<file path="config.mk">
export PLATFORM = sky130hd
export DESIGN_NAME = alu_exec_sequencer_flat
export DESIGN_NICKNAME = d
export VERILOG_FILES = /design/src/rtl/alu_exec_sequencer_if.sv /design/src/rtl/alu_exec_sequencer.sv /design/src/flat_wrapper.sv
export SDC_FILE = /design/constraint.sdc
export NUM_CORES = 1
export LEC_CHECK = 0
export BUFFER_PORTS_ARGS = -buffer_cell sky130_fd_sc_hd__buf_4
export CORE_MARGIN = 4
export CORE_UTILIZATION = 45
export CTS_CLUSTER_SIZE = 25
export DETAILED_ROUTE_END_ITERATION = 10
export GPL_ROUTABILITY_DRIVEN = 0
export HOLD_SLACK_MARGIN = 0.05
export PLACE_DENSITY = 0.81
export SLEW_MARGIN = 20
export SYNTH_ARGS = -nofsm -noshare
export SYNTH_HDL_FRONTEND = slang
export SYNTH_SLANG_ARGS = --single-unit
</file>
<file path="constraint.sdc">
create_clock -name clk -period 1.8 [get_ports clk]
set_input_delay 0.18 -clock clk [delete_from_list [all_inputs] [get_ports clk]]
set_output_delay 0.18 -clock clk [all_outputs]
set_load 0.01 [all_outputs]
</file>
<file path="src/rtl/alu_exec_sequencer_if.sv">
// Issue / ALU / completion bundle between the EX-stage sequencer and its neighbours.
// slave = sequencer side, master = issuing pipeline plus the combinational ALU.
interface alu_exec_sequencer_if;
  logic        issue_valid;
  logic        issue_ready;
  logic [2:0]  issue_ctrl;
  logic [5:0]  issue_func;
  logic [31:0] issue_a;
  logic [31:0] issue_b;
  logic [31:0] alu_data_a;
  logic [31:0] alu_data_b;
  logic [2:0]  alu_control;
  logic [5:0]  alu_func;
  logic [31:0] alu_result;
  logic [2:0]  alu_flag;
  logic        done_valid;
  logic [31:0] done_result;
  logic [2:0]  done_flag;
  logic        done_branch;
  logic [2:0]  flag_q;

  modport slave (
    input  issue_valid, issue_ctrl, issue_func, issue_a, issue_b, alu_result, alu_flag,
    output issue_ready, alu_data_a, alu_data_b, alu_control, alu_func,
           done_valid, done_result, done_flag, done_branch, flag_q
  );
  modport master (
    output issue_valid, issue_ctrl, issue_func, issue_a, issue_b, alu_result, alu_flag,
    input  issue_ready, alu_data_a, alu_data_b, alu_control, alu_func,
           done_valid, done_result, done_flag, done_branch, flag_q
  );
endinterface

</file>
<file path="src/rtl/alu_exec_sequencer.sv">
// EX-stage issue/sequencing controller: holds ALU operands, waits out MUL/DIV settle
// time, registers the result and owns the architectural flag register.
module alu_exec_sequencer #(
  parameter int MUL_CYCLES = 4,
  parameter int DIV_CYCLES = 8
) (
  input  logic                  clk,
  input  logic                  reset,
  input  logic                  flush,
  alu_exec_sequencer_if.slave   bus
);
  localparam logic [2:0] OP_ADDI = 3'b000, OP_SUBI = 3'b001, OP_TYPER = 3'b010,
                         OP_BRFL = 3'b101, OP_CMP  = 3'b110;
  localparam logic [5:0] FN_DIV = 6'b000001, FN_MUL = 6'b000010,
                         FN_ADD = 6'b100000, FN_SUB = 6'b100010;
  localparam int CMAX = (MUL_CYCLES > DIV_CYCLES) ? MUL_CYCLES : DIV_CYCLES;
  localparam int CW   = $clog2(CMAX + 1);

  typedef enum logic [1:0] {IDLE, EXEC, WAIT} state_e;

  state_e          state_q, state_d;
  logic [CW-1:0]   cnt_q, cnt_d;
  logic [31:0]     alu_a_q, alu_b_q;
  logic [2:0]      alu_ctrl_q;
  logic [5:0]      alu_func_q;
  logic            done_valid_q, done_branch_q;
  logic [31:0]     done_result_q;
  logic [2:0]      done_flag_q, arch_flag_q;

  logic            accept, capture, is_mul_i, is_div_i;
  logic            div0, upd_flag;
  logic [31:0]     res_w;
  logic [2:0]      new_flag;

  assign is_mul_i = (bus.issue_ctrl == OP_TYPER) && (bus.issue_func == FN_MUL);
  assign is_div_i = (bus.issue_ctrl == OP_TYPER) && (bus.issue_func == FN_DIV);

  // State register
  always_ff @(posedge clk) begin
    if (!reset) begin
      state_q <= IDLE;
      cnt_q   <= '0;
    end else begin
      state_q <= state_d;
      cnt_q   <= cnt_d;
    end
  end

  // Next-state logic; flush aborts from any state
  always_comb begin
    state_d = state_q;
    cnt_d   = cnt_q;
    if (flush) begin
      state_d = IDLE;
      cnt_d   = '0;
    end else begin
      case (state_q)
        IDLE: if (accept) begin
          if (is_mul_i) begin
            state_d = WAIT;
            cnt_d   = CW'(MUL_CYCLES - 1);
          end else if (is_div_i && (bus.issue_b != '0)) begin
            state_d = WAIT;
            cnt_d   = CW'(DIV_CYCLES - 1);
          end else begin
            state_d = EXEC;
          end
        end
        EXEC: state_d = IDLE;
        WAIT: begin
          if (cnt_q == '0) state_d = IDLE;
          else             cnt_d   = cnt_q - 1'b1;
        end
        default: state_d = IDLE;
      endcase
    end
  end

  // Output logic: handshake and capture strobe
  always_comb begin
    bus.issue_ready = (state_q == IDLE);
    accept          = bus.issue_valid && (state_q == IDLE) && !flush;
    capture         = !flush && ((state_q == EXEC) || ((state_q == WAIT) && (cnt_q == '0)));
  end

  // Result/flag shaping is decoded from the held operands, so no side state is needed
  assign div0     = (alu_ctrl_q == OP_TYPER) && (alu_func_q == FN_DIV) && (alu_b_q == '0);
  assign upd_flag = (alu_ctrl_q == OP_ADDI) || (alu_ctrl_q == OP_SUBI) || (alu_ctrl_q == OP_CMP) ||
                    ((alu_ctrl_q == OP_TYPER) && ((alu_func_q == FN_ADD) || (alu_func_q == FN_SUB) ||
                                                  (alu_func_q == FN_MUL) || (alu_func_q == FN_DIV)));
  assign new_flag = div0 ? 3'b010 : bus.alu_flag;
  assign res_w    = (div0 || (alu_ctrl_q == OP_CMP) || (alu_ctrl_q == OP_BRFL)) ? 32'h0 : bus.alu_result;

  always_ff @(posedge clk) begin
    if (!reset) begin
      alu_a_q       <= '0;
      alu_b_q       <= '0;
      alu_ctrl_q    <= '0;
      alu_func_q    <= '0;
      done_valid_q  <= 1'b0;
      done_result_q <= '0;
      done_flag_q   <= '0;
      done_branch_q <= 1'b0;
      arch_flag_q   <= '0;
    end else begin
      done_valid_q <= capture;
      if (accept) begin
        alu_a_q    <= bus.issue_a;
        alu_b_q    <= bus.issue_b;
        alu_ctrl_q <= bus.issue_ctrl;
        alu_func_q <= bus.issue_func;
      end
      if (capture) begin
        done_result_q <= res_w;
        done_flag_q   <= upd_flag ? new_flag : arch_flag_q;
        done_branch_q <= (alu_ctrl_q == OP_BRFL) && (arch_flag_q == alu_b_q[2:0]);
        if (upd_flag) arch_flag_q <= new_flag;
      end
    end
  end

  assign bus.alu_data_a  = alu_a_q;
  assign bus.alu_data_b  = alu_b_q;
  assign bus.alu_control = alu_ctrl_q;
  assign bus.alu_func    = alu_func_q;
  assign bus.done_valid  = done_valid_q;
  assign bus.done_result = done_result_q;
  assign bus.done_flag   = done_flag_q;
  assign bus.done_branch = done_branch_q;
  assign bus.flag_q      = arch_flag_q;
endmodule

</file>
<file path="src/flat_wrapper.sv">
// flat-port wrapper written by rule: the top's interface ports become plain ports
module alu_exec_sequencer_flat 
#(
  parameter int MUL_CYCLES = 4,
  parameter int DIV_CYCLES = 8
)
  (clk, reset, flush, bus_issue_valid, bus_issue_ctrl, bus_issue_func, bus_issue_a, bus_issue_b, bus_alu_result, bus_alu_flag, bus_issue_ready, bus_alu_data_a, bus_alu_data_b, bus_alu_control, bus_alu_func, bus_done_valid, bus_done_result, bus_done_flag, bus_done_branch, bus_flag_q);
  alu_exec_sequencer_if bus_i ();
  input  logic clk;
  input  logic reset;
  input  logic flush;
  input wire logic [$bits(bus_i.issue_valid)-1:0] bus_issue_valid;
  input wire logic [$bits(bus_i.issue_ctrl)-1:0] bus_issue_ctrl;
  input wire logic [$bits(bus_i.issue_func)-1:0] bus_issue_func;
  input wire logic [$bits(bus_i.issue_a)-1:0] bus_issue_a;
  input wire logic [$bits(bus_i.issue_b)-1:0] bus_issue_b;
  input wire logic [$bits(bus_i.alu_result)-1:0] bus_alu_result;
  input wire logic [$bits(bus_i.alu_flag)-1:0] bus_alu_flag;
  output wire logic [$bits(bus_i.issue_ready)-1:0] bus_issue_ready;
  output wire logic [$bits(bus_i.alu_data_a)-1:0] bus_alu_data_a;
  output wire logic [$bits(bus_i.alu_data_b)-1:0] bus_alu_data_b;
  output wire logic [$bits(bus_i.alu_control)-1:0] bus_alu_control;
  output wire logic [$bits(bus_i.alu_func)-1:0] bus_alu_func;
  output wire logic [$bits(bus_i.done_valid)-1:0] bus_done_valid;
  output wire logic [$bits(bus_i.done_result)-1:0] bus_done_result;
  output wire logic [$bits(bus_i.done_flag)-1:0] bus_done_flag;
  output wire logic [$bits(bus_i.done_branch)-1:0] bus_done_branch;
  output wire logic [$bits(bus_i.flag_q)-1:0] bus_flag_q;
  assign bus_i.issue_valid = bus_issue_valid;
  assign bus_i.issue_ctrl = bus_issue_ctrl;
  assign bus_i.issue_func = bus_issue_func;
  assign bus_i.issue_a = bus_issue_a;
  assign bus_i.issue_b = bus_issue_b;
  assign bus_i.alu_result = bus_alu_result;
  assign bus_i.alu_flag = bus_alu_flag;
  assign bus_issue_ready = bus_i.issue_ready;
  assign bus_alu_data_a = bus_i.alu_data_a;
  assign bus_alu_data_b = bus_i.alu_data_b;
  assign bus_alu_control = bus_i.alu_control;
  assign bus_alu_func = bus_i.alu_func;
  assign bus_done_valid = bus_i.done_valid;
  assign bus_done_result = bus_i.done_result;
  assign bus_done_flag = bus_i.done_flag;
  assign bus_done_branch = bus_i.done_branch;
  assign bus_flag_q = bus_i.flag_q;
  alu_exec_sequencer #(.MUL_CYCLES(MUL_CYCLES), .DIV_CYCLES(DIV_CYCLES)) u_core (.clk(clk), .reset(reset), .flush(flush), .bus(bus_i));
endmodule
</file>
# Word level (Yosys, flattened, before mapping)
# Cells that the tools add are included.
[classes] reduce_logical=31 mux=12 n_eq_ne=18 addsub=1 bitwise=1
[ops] op="logical NOT 32 bit" n=1
[ops] op="two-way mux 32 bit" n=1
[ops] op="nonzero test 32 bit" n=1
[ops] op="two-way mux 4 bit" n=4
[ops] op="equality test 6 x 1 -> 1 bit (second input constant)" n=2
[ops] op="equality test 6 x 2 -> 1 bit (second input constant)" n=2
[ops] op="equality test 6 bit (second input constant)" n=2
[ops] op="logical AND 1 bit" n=11
[ops] op="logical OR 1 bit" n=9
[ops] op="two-way mux 2 bit" n=4
[ops] op="case mux 4 bit (2 select lines)" n=1
[ops] op="equality test 3 x 2 -> 1 bit (second input constant)" n=2
[ops] op="equality test 3 bit (second input constant)" n=2
[ops] op="logical NOT 4 bit" n=1
[ops] op="!= test 2 x 1 -> 1 bit (second input constant)" n=2
[ops] op="case mux 2 bit (2 select lines)" n=1
[ops] op="AND reduction 2 bit" n=2
[ops] op="AND reduction 4 bit" n=1
[ops] op="subtractor 4 x 1 -> 4 bit (second input constant)" n=1
[ops] op="equality test 3 x 1 -> 1 bit (second input constant)" n=1
[ops] op="equality test 3 bit" n=1
[ops] op="logical NOT 3 bit" n=1
[ops] op="two-way mux 3 bit" n=1
[ops] op="!= test 3 x 1 -> 1 bit (second input constant)" n=1
[ops] op="other kinds (8)" n=8
[totals] regBits=116 in_bits=112 elab_cells=73 out_inout_bits=114

# Longest topological paths before layout
# Gate-level depths: netlist (run 1).
[depth] word_depth=7 mapped_depth=8 mapped_depth_nobuf=7

# Worst setup path before layout (run 1)
# OpenSTA, ideal clock, no wires.
[synth_path] path_kind="reg2reg" start="reg u_core.cnt_q[0]" end="reg u_core.arch_flag_q[1] (netlist: u_core.bus.flag_q[1])" setup_ns=0.119 path_stages_with_launch=8 arrival_ns=1.473 required_ns=1.681 path_slack_ns=0.209 synth_period_minus_slack_ns=1.591 n_path_buf=0 cell_sequence="dfxtp_1 -> inv_1 -> ha_1 -> nor3b_2 -> a21oi_2 -> a211oi_2 -> nand2_1 -> o221a_2"
[synth_via] elab_chain_len=5
[synth_rtl] item="start, declared" line="alu_exec_sequencer.sv:22" rtl="logic [CW-1:0] cnt_q, cnt_d;"
[synth_rtl] item="start signal, assigned" line="alu_exec_sequencer.sv:45" rtl="cnt_q <= cnt_d;"
[synth_rtl] item="logical NOT 4 bit" line="alu_exec_sequencer.sv:83" rtl="capture = !flush && ((state_q == EXEC) || ((state_q == WAIT) && (cnt_q == '0)));"
[synth_rtl] item="logical AND 1 bit" line="alu_exec_sequencer.sv:83"
[synth_rtl] item="logical OR 1 bit" line="alu_exec_sequencer.sv:83"
[synth_rtl] item="logical AND 1 bit" line="alu_exec_sequencer.sv:83"
[synth_rtl] item="AND reduction 2 bit (no line)"
[synth_rtl] item="end signal, assigned" line="alu_exec_sequencer.sv:117" rtl="if (upd_flag) arch_flag_q <= new_flag;"
[synth_rtl] item="end, declared" line="alu_exec_sequencer.sv:28" rtl="logic [2:0] done_flag_q, arch_flag_q;"
# No other way between the ends.
# A chain may end at the register's enable or synchronous reset.

# Worst setup path in the final report (run 1)
[layout_path] start="in bus_issue_b[9]" end="reg u_core.cnt_q[3]"
[layout_via] elab_chain_len=4
[layout_rtl] item="start, declared" line="flat_wrapper.sv:16" rtl="input wire logic [$bits(bus_i.issue_b)-1:0] bus_issue_b;"
[layout_rtl] item="nonzero test 32 bit" line="alu_exec_sequencer.sv:62" rtl="end else if (is_div_i && (bus.issue_b != '0)) begin"
[layout_rtl] item="logical AND 1 bit" line="alu_exec_sequencer.sv:62"
[layout_rtl] item="!= test 3 x 1 -> 1 bit (no line)"
[layout_rtl] item="AND reduction 4 bit (no line)"
# No other way between the ends.

==> results of run 1 <==
critical path, cell delays in order:
cell           delay [ns]
dlygate4sd3_1        0.54
buf_4                0.15
nor4_2               0.36
nand4_1              0.22
o21a_1               0.31
o21ai_4              0.25
o221a_2              0.21
layer usage:
metal  track usage [%]  wire length [um]  vias to the layer above
met3              8.13              1430                       76
li1                  -                 -                     2630
met1              31.8              7040                     2648
met5                 0                 0                        -
met4              17.5              1020                        0
met2              51.7              9740                      316
Yosys cell counts, types with 2 or more instances:
cell type / instances
nand4_1: 3
nor3_1: 3
buf_2: 11
buf_4: 3
nand3_1: 6
a21oi_1: 62
nor2b_1: 5
nor2_1: 5
a211oi_2: 2
and4_1: 2
nand4b_1: 2
a21boi_1: 13
nand2b_1: 5
buf_6: 11
nand2_1: 180
a21boi_0: 64
inv_1: 3
o21ai_2: 2
clkbuf_1: 13
nor4_1: 17
buf_1: 2
dfxtp_1: 116
and4b_1: 2
o221a_2: 2
xor2_1: 3
o21ai_0: 6
cell families after synthesis:
family                   synth area share, %
flip-flops                              48.6
XOR/XNOR                               0.733
multiplexers                           0.209
AO/OA/AOI/OAI                           22.3
adder cells (fa/ha/maj)                0.262
buffers and inverters                   5.63
AND/OR/NAND/NOR                         22.3
worst min path at each step:
stage / end / slack, ns / cells after the start
after floorplan: u_core.bus.alu_data_b[13]$_SDFFE_PN0P_ / 0.31 / 2
after global placement: u_core.bus.done_result[14]$_SDFFE_PN0P_ / 0.44 / 3
after detailed placement: u_core.bus.done_result[3]$_SDFFE_PN0P_ / 0.44 / 3
after CTS: u_core.cnt_q[3]$_SDFFE_PP0P_ / 0.06 / 3
after global routing: u_core.cnt_q[3]$_SDFFE_PP0P_ / 0.08 / 3
final: u_core.cnt_q[3]$_SDFFE_PP0P_ / 0.09 / 3
where the power goes:
group	leakage (nW)	internal (mW)	switching (mW)	total [mW]
clock network	0.268	1.95	1.10	3.05
registers	0.946	2.68	0.0751	2.75
logic	2.54	0.608	0.487	1.09
total	3.76	5.24	1.66	6.90
repair_timing:
item	in CTS	in global routing
cloned	1	2
pin swaps	2	7
hold buffers	108	0
setup buffers	0	6
hold endpoints to repair	108	0
setup endpoints to repair	34	45
gates resized for setup	4	20
sequential cells by signal (all words and copies together) (netlist names):
name,cells
u_core.bus.alu_data_b,32
u_core.bus.flag_q,3
u_core.bus.done_valid,1
u_core.bus.done_branch,1
u_core.bus.done_result,32
u_core.bus.alu_control,3
u_core.bus.alu_func,6
u_core.state_q,2
u_core.cnt_q,4
u_core.bus.alu_data_a,32
final cells by class:
type | count | area, um^2
Timing Repair Buffer | 369 | 3090
Multi-Input combinational cell | 406 | 2330
Sequential cell | 116 | 2320
Fill cell | 541 | 1860
Clock buffer | 25 | 484
Tap cell | 136 | 170
Clock inverter | 5 | 50.0
Inverter | 3 | 11.3
Antenna cell | 1 | 2.50
==> results.sh, run 1 <==
export IMPL_min_period_ns=1.77
export IMPL_grt_overflow=0
export IMPL_die_width_um=111
export IMPL_io_pins=226
export IMPL_whs_ns=0.0914
export IMPL_cp_endpoint="u_core.cnt_q[3]$_SDFFE_PP0P_"
export IMPL_layout_commonest_cell="buf_4"
export IMPL_synth_area_leader_cell="dfxtp_1"
export IMPL_maxCapViolCount=0
export IMPL_worst_slack_ns=0.0344
export IMPL_placedCellCount=913
export IMPL_async_flop_share_pct=0
export IMPL_leakagePower_nw=3.76
export IMPL_synth_area_leaders="dfxtp_1, nand2_1, a21boi_0"
export IMPL_status="completed"
export IMPL_crit_arrival_ns=2.22
export IMPL_h_tree_depth=4
export IMPL_yosysSeqAreaShare_pct=48.6
export IMPL_cts_tree="built"
export IMPL_setup_viol=0
export IMPL_drive_gt1_share_pct=34.2
export IMPL_worst_setup_path_type="input pin to flip-flop"
export IMPL_critPathLaunchType="input pin"
export IMPL_dpl_hpwl_mm=10.9
export IMPL_finalHoldViolations=0
export IMPL_clock_sinks=116
export IMPL_peakVddDrop_mv=0.669
export IMPL_synth_edf_count=0
export IMPL_initial_utilization_pct=46.3
export IMPL_timing_rr_start="u_core.bus.alu_data_b[17]$_SDFFE_PN0P_"
export IMPL_hp_start="flush"
export IMPL_clk_pin_slew_ns=0.05
export IMPL_placed_cell_area_mm2=0.00664
export IMPL_slew_violations=0
export IMPL_hold_class="input pin to flip-flop"
export IMPL_track_usage_pct=29.6
export IMPL_worst_endpoint_required_ns=2.25
export IMPL_antenna_found_initial=1
export IMPL_fin_nets=1026
export IMPL_instances_no_fill=1061
export IMPL_synth_flop_cell="dfxtp_1"
export IMPL_final_util_pct=82.0
export IMPL_crit_path_start="bus_issue_b[9]"
export IMPL_drc=0
export IMPL_dpl_worst_slack_ns=-0.350
export IMPL_timing_rr_end="u_core.bus.done_result[11]$_SDFFE_PN0P_"
export IMPL_clockBufferDepth=2
export IMPL_routed_via_density=5.34
export IMPL_die_area_mm2=0.0123
export IMPL_ff2ff_path_depth=5
export IMPL_drtIter0Drc=513
export IMPL_clock_latency_ns=0.51
export IMPL_tightestPinTransition_ns=0.647
export IMPL_firstDrtPassIters=5
export IMPL_dieHeight_um=111
export IMPL_slew_headroom_pct=56.9
export IMPL_grt_max_degree=72
export IMPL_cts_buffers=17
export IMPL_cp_max_fo=4
export IMPL_power_mw=6.90
export IMPL_avgSynthCellArea_um2=8.51
export IMPL_crit_path_end_kind="flip-flop"
export IMPL_syn_num_nets=675
export IMPL_p_per_area_mw_per_mm2=815
export IMPL_root_buffer="clkbuf_8"
export IMPL_std_cell_rows=37
export IMPL_fmax_mhz=566
export IMPL_synth_area_mm2=0.00478
export IMPL_routed_wl_mm=19.2
export IMPL_grt_pass1_vias=5796
export IMPL_coreArea_mm2=0.0103
export IMPL_clock_skew_ns=0.00816
export IMPL_ys_warn_count=0
export IMPL_ys_ff_latch=116
export IMPL_finalCritPeriodShare_pct=98.1
export IMPL_synth_cell_types=45
export IMPL_yosysTopAreaCellShare_pct=48.6
export IMPL_area_growth_syn_to_layout_pct=77.0
export IMPL_avgRoutedWirePerCell_um=18.1
export IMPL_antenna_left=0
export IMPL_grt_pass1_wl_mm=29.6
export IMPL_syn_inst=562
export IMPL_via_count=5670
export IMPL_layout_common_cells="buf_4, nand2_1, dfxtp_1"
export IMPL_r2r_slack_ns=0.05
export IMPL_fin_area_mm2=0.00846
export IMPL_port_buffers=225
export IMPL_tns_ns=0
No activity file was read; power rests on OpenSTA's default activity.
==> run 2, diff against run 1 <==
- REMOVE_ABC_BUFFERS: default -> 1
==> results.sh, run 2 (same netlist as run 1, synthesis figures left out) <==
export IMPL_worst_endpoint_required_ns=2.24
export IMPL_slowest_stage="dlygate4sd3_1"
export IMPL_die_width_um=111
export IMPL_routed_wl_mm=18.6
export IMPL_peakVddDrop_mv=0.818
export IMPL_crit_path_end_kind="flip-flop"
export IMPL_r2r_slack_ns=0.08
export IMPL_finalCritPeriodShare_pct=97.0
export IMPL_tns_ns=0
export IMPL_fmax_mhz=573
export IMPL_n_fill_cell=595
export IMPL_setup_viol=0
export IMPL_cp_max_fo=4
export IMPL_port_buffers=225
export IMPL_drive_gt1_share_pct=33.3
export IMPL_hp_start="flush"
export IMPL_fin_area_mm2=0.00842
export IMPL_clock_skew_ns=0.0150
export IMPL_routed_via_density=5.29
export IMPL_slew_violations=0
export IMPL_std_cell_rows=37
export IMPL_h_tree_depth=4
export IMPL_fin_nets=1011
export IMPL_layout_common_cells="buf_4, nand2_1, dfxtp_1"
export IMPL_initial_utilization_pct=46.3
export IMPL_ff2ff_path_depth=9
export IMPL_min_period_ns=1.75
export IMPL_path_cells="dlygate4sd3_1, buf_4, nor4_1, nand4_1, o21a_1, o21ai_4, o221a_2"
export IMPL_critPathLaunchType="input pin"
export IMPL_dieHeight_um=111
export IMPL_placed_cell_area_mm2=0.00662
export IMPL_maxCapViolCount=0
export IMPL_leakagePower_nw=3.70
export IMPL_drtIter0Drc=457
export IMPL_grt_pass1_wl_mm=29.0
export IMPL_area_growth_syn_to_layout_pct=76.2
export IMPL_timing_rr_start="u_core.cnt_q[1]$_SDFFE_PP0P_"
export IMPL_clockBufferDepth=2
export IMPL_timing_rr_end="u_core.bus.flag_q[2]$_SDFFE_PN0P_"
export IMPL_tightestPinTransition_ns=0.544
export IMPL_clk_pin_slew_ns=0.05
export IMPL_crit_arrival_ns=2.18
export IMPL_grt_pass1_vias=5792
export IMPL_via_count=5536
export IMPL_cts_buffers=17
export IMPL_status="completed"
export IMPL_clock_latency_ns=0.50
export IMPL_antenna_found_initial=1
export IMPL_io_pins=226
export IMPL_p_per_area_mw_per_mm2=861
export IMPL_drc=0
export IMPL_die_area_mm2=0.0123
export IMPL_finalHoldViolations=0
export IMPL_cts_tree="built"
export IMPL_root_buffer="clkbuf_8"
export IMPL_worst_setup_path_type="input pin to flip-flop"
export IMPL_firstDrtPassIters=5
export IMPL_grt_overflow=0
export IMPL_hold_class="input pin to flip-flop"
export IMPL_track_usage_pct=28.7
export IMPL_final_util_pct=81.6
export IMPL_coreArea_mm2=0.0103
export IMPL_dpl_hpwl_mm=10.7
export IMPL_clock_sinks=116
export IMPL_avgRoutedWirePerCell_um=17.8
export IMPL_slew_headroom_pct=63.6
export IMPL_layout_commonest_cell="buf_4"
export IMPL_min_path_cells=3
export IMPL_antenna_left=0
export IMPL_slowest_delay_ns=0.55
export IMPL_grt_max_degree=112
export IMPL_min_to="u_core.cnt_q[3]$_SDFFE_PP0P_"
[run 2: cell types whose count changed in the layout (fill, tap and decap cells not counted), sizes merged]
| cell | before | now |
|---|---|---|
| inv | 3 | 4 |
| a32oi | 3 | 1 |
| clkbuf | 25 | 17 |
| buf | 261 | 248 |
| clkinv | 4 | 3 |
| clkinvlp | 0 | 5 |
| bufinv | 1 | 4 |
[run 2: worst max path at each step]
stage | start | end | slack (ns) | depth (start not counted)
after global routing | u_core.cnt_q[1]$_SDFFE_PP0P_ | u_core.bus.flag_q[2]$_SDFFE_PN0P_ | -0.03 | 9
after global placement | u_core.cnt_q[0]$_SDFFE_PP0P_ | u_core.bus.done_result[10]$_SDFFE_PN0P_ | -0.18 | 7
after floorplan | u_core.state_q[1]$_SDFFE_PP0P_ | u_core.state_q[0]$_SDFFE_PP0P_ | -1.93 | 3
final | bus_issue_b[9] | u_core.cnt_q[3]$_SDFFE_PP0P_ | 0.05 | 7
after detailed placement | u_core.cnt_q[1]$_SDFFE_PP0P_ | u_core.bus.done_result[12]$_SDFFE_PN0P_ | -0.36 | 7
after CTS | u_core.cnt_q[1]$_SDFFE_PP0P_ | u_core.bus.done_result[0]$_SDFFE_PN0P_ | 0.0004 | 7
[run 2: final cells by class]
cell class                      instances  area, um^2  share of cell area (%)
Sequential cell                       116        2320                    27.6
Timing Repair Buffer                  356        3030                    35.9
Multi-Input combinational cell        404        2290                    27.2
Clock inverter                         13         185                    2.20
Inverter                                3        11.3                   0.134
Antenna cell                            1        2.50                  0.0297
Clock buffer                           17         414                    4.92
Tap cell                              136         170                    2.02
[run 2: worst max-delay path, delay by kind of cell]
family,cells,cell delay (ns)
compound gates,3,0.74
buf+inv,2,0.69
simple gates,2,0.58
[run 2: per-layer routing]
metal,track usage [%],routed length (um)
met1,31.3,6850
met2,51.0,9360
met3,9.39,1710
met4,12.5,704
met5,0,0
[run 2: timing repair]
item                                   4_1_cts  5_1_grt
pin swaps                                    1        6
gates cloned                                 0        1
hold buffers                               108        0
endpoints found under the hold margin      108        0
resized for setup                            1       19
setup buffers                                0        3
setup endpoints to repair                   31       41
[run 2: report_power, final]
group / switching (mW) / total, mW / leakage (nW) / internal [mW]
Sequential: 0.0815 / 2.76 / 0.946 / 2.68
Clock: 1.20 / 3.44 / 0.278 / 2.23
Combinational: 0.461 / 1.06 / 2.48 / 0.595
[run 2: through the flow]
step                      worst slack, ns  hold slack (ns)  std cells  total power, mW
after floorplan                     -1.93            0.306        522             3.09
after global placement             -0.180            0.435        903             3.60
after detailed placement           -0.360            0.440        903             3.62
after CTS                        0.000392           0.0733       1041             7.21
after global routing              -0.0322            0.110       1046             7.47
final                              0.0537            0.118       1046             7.25
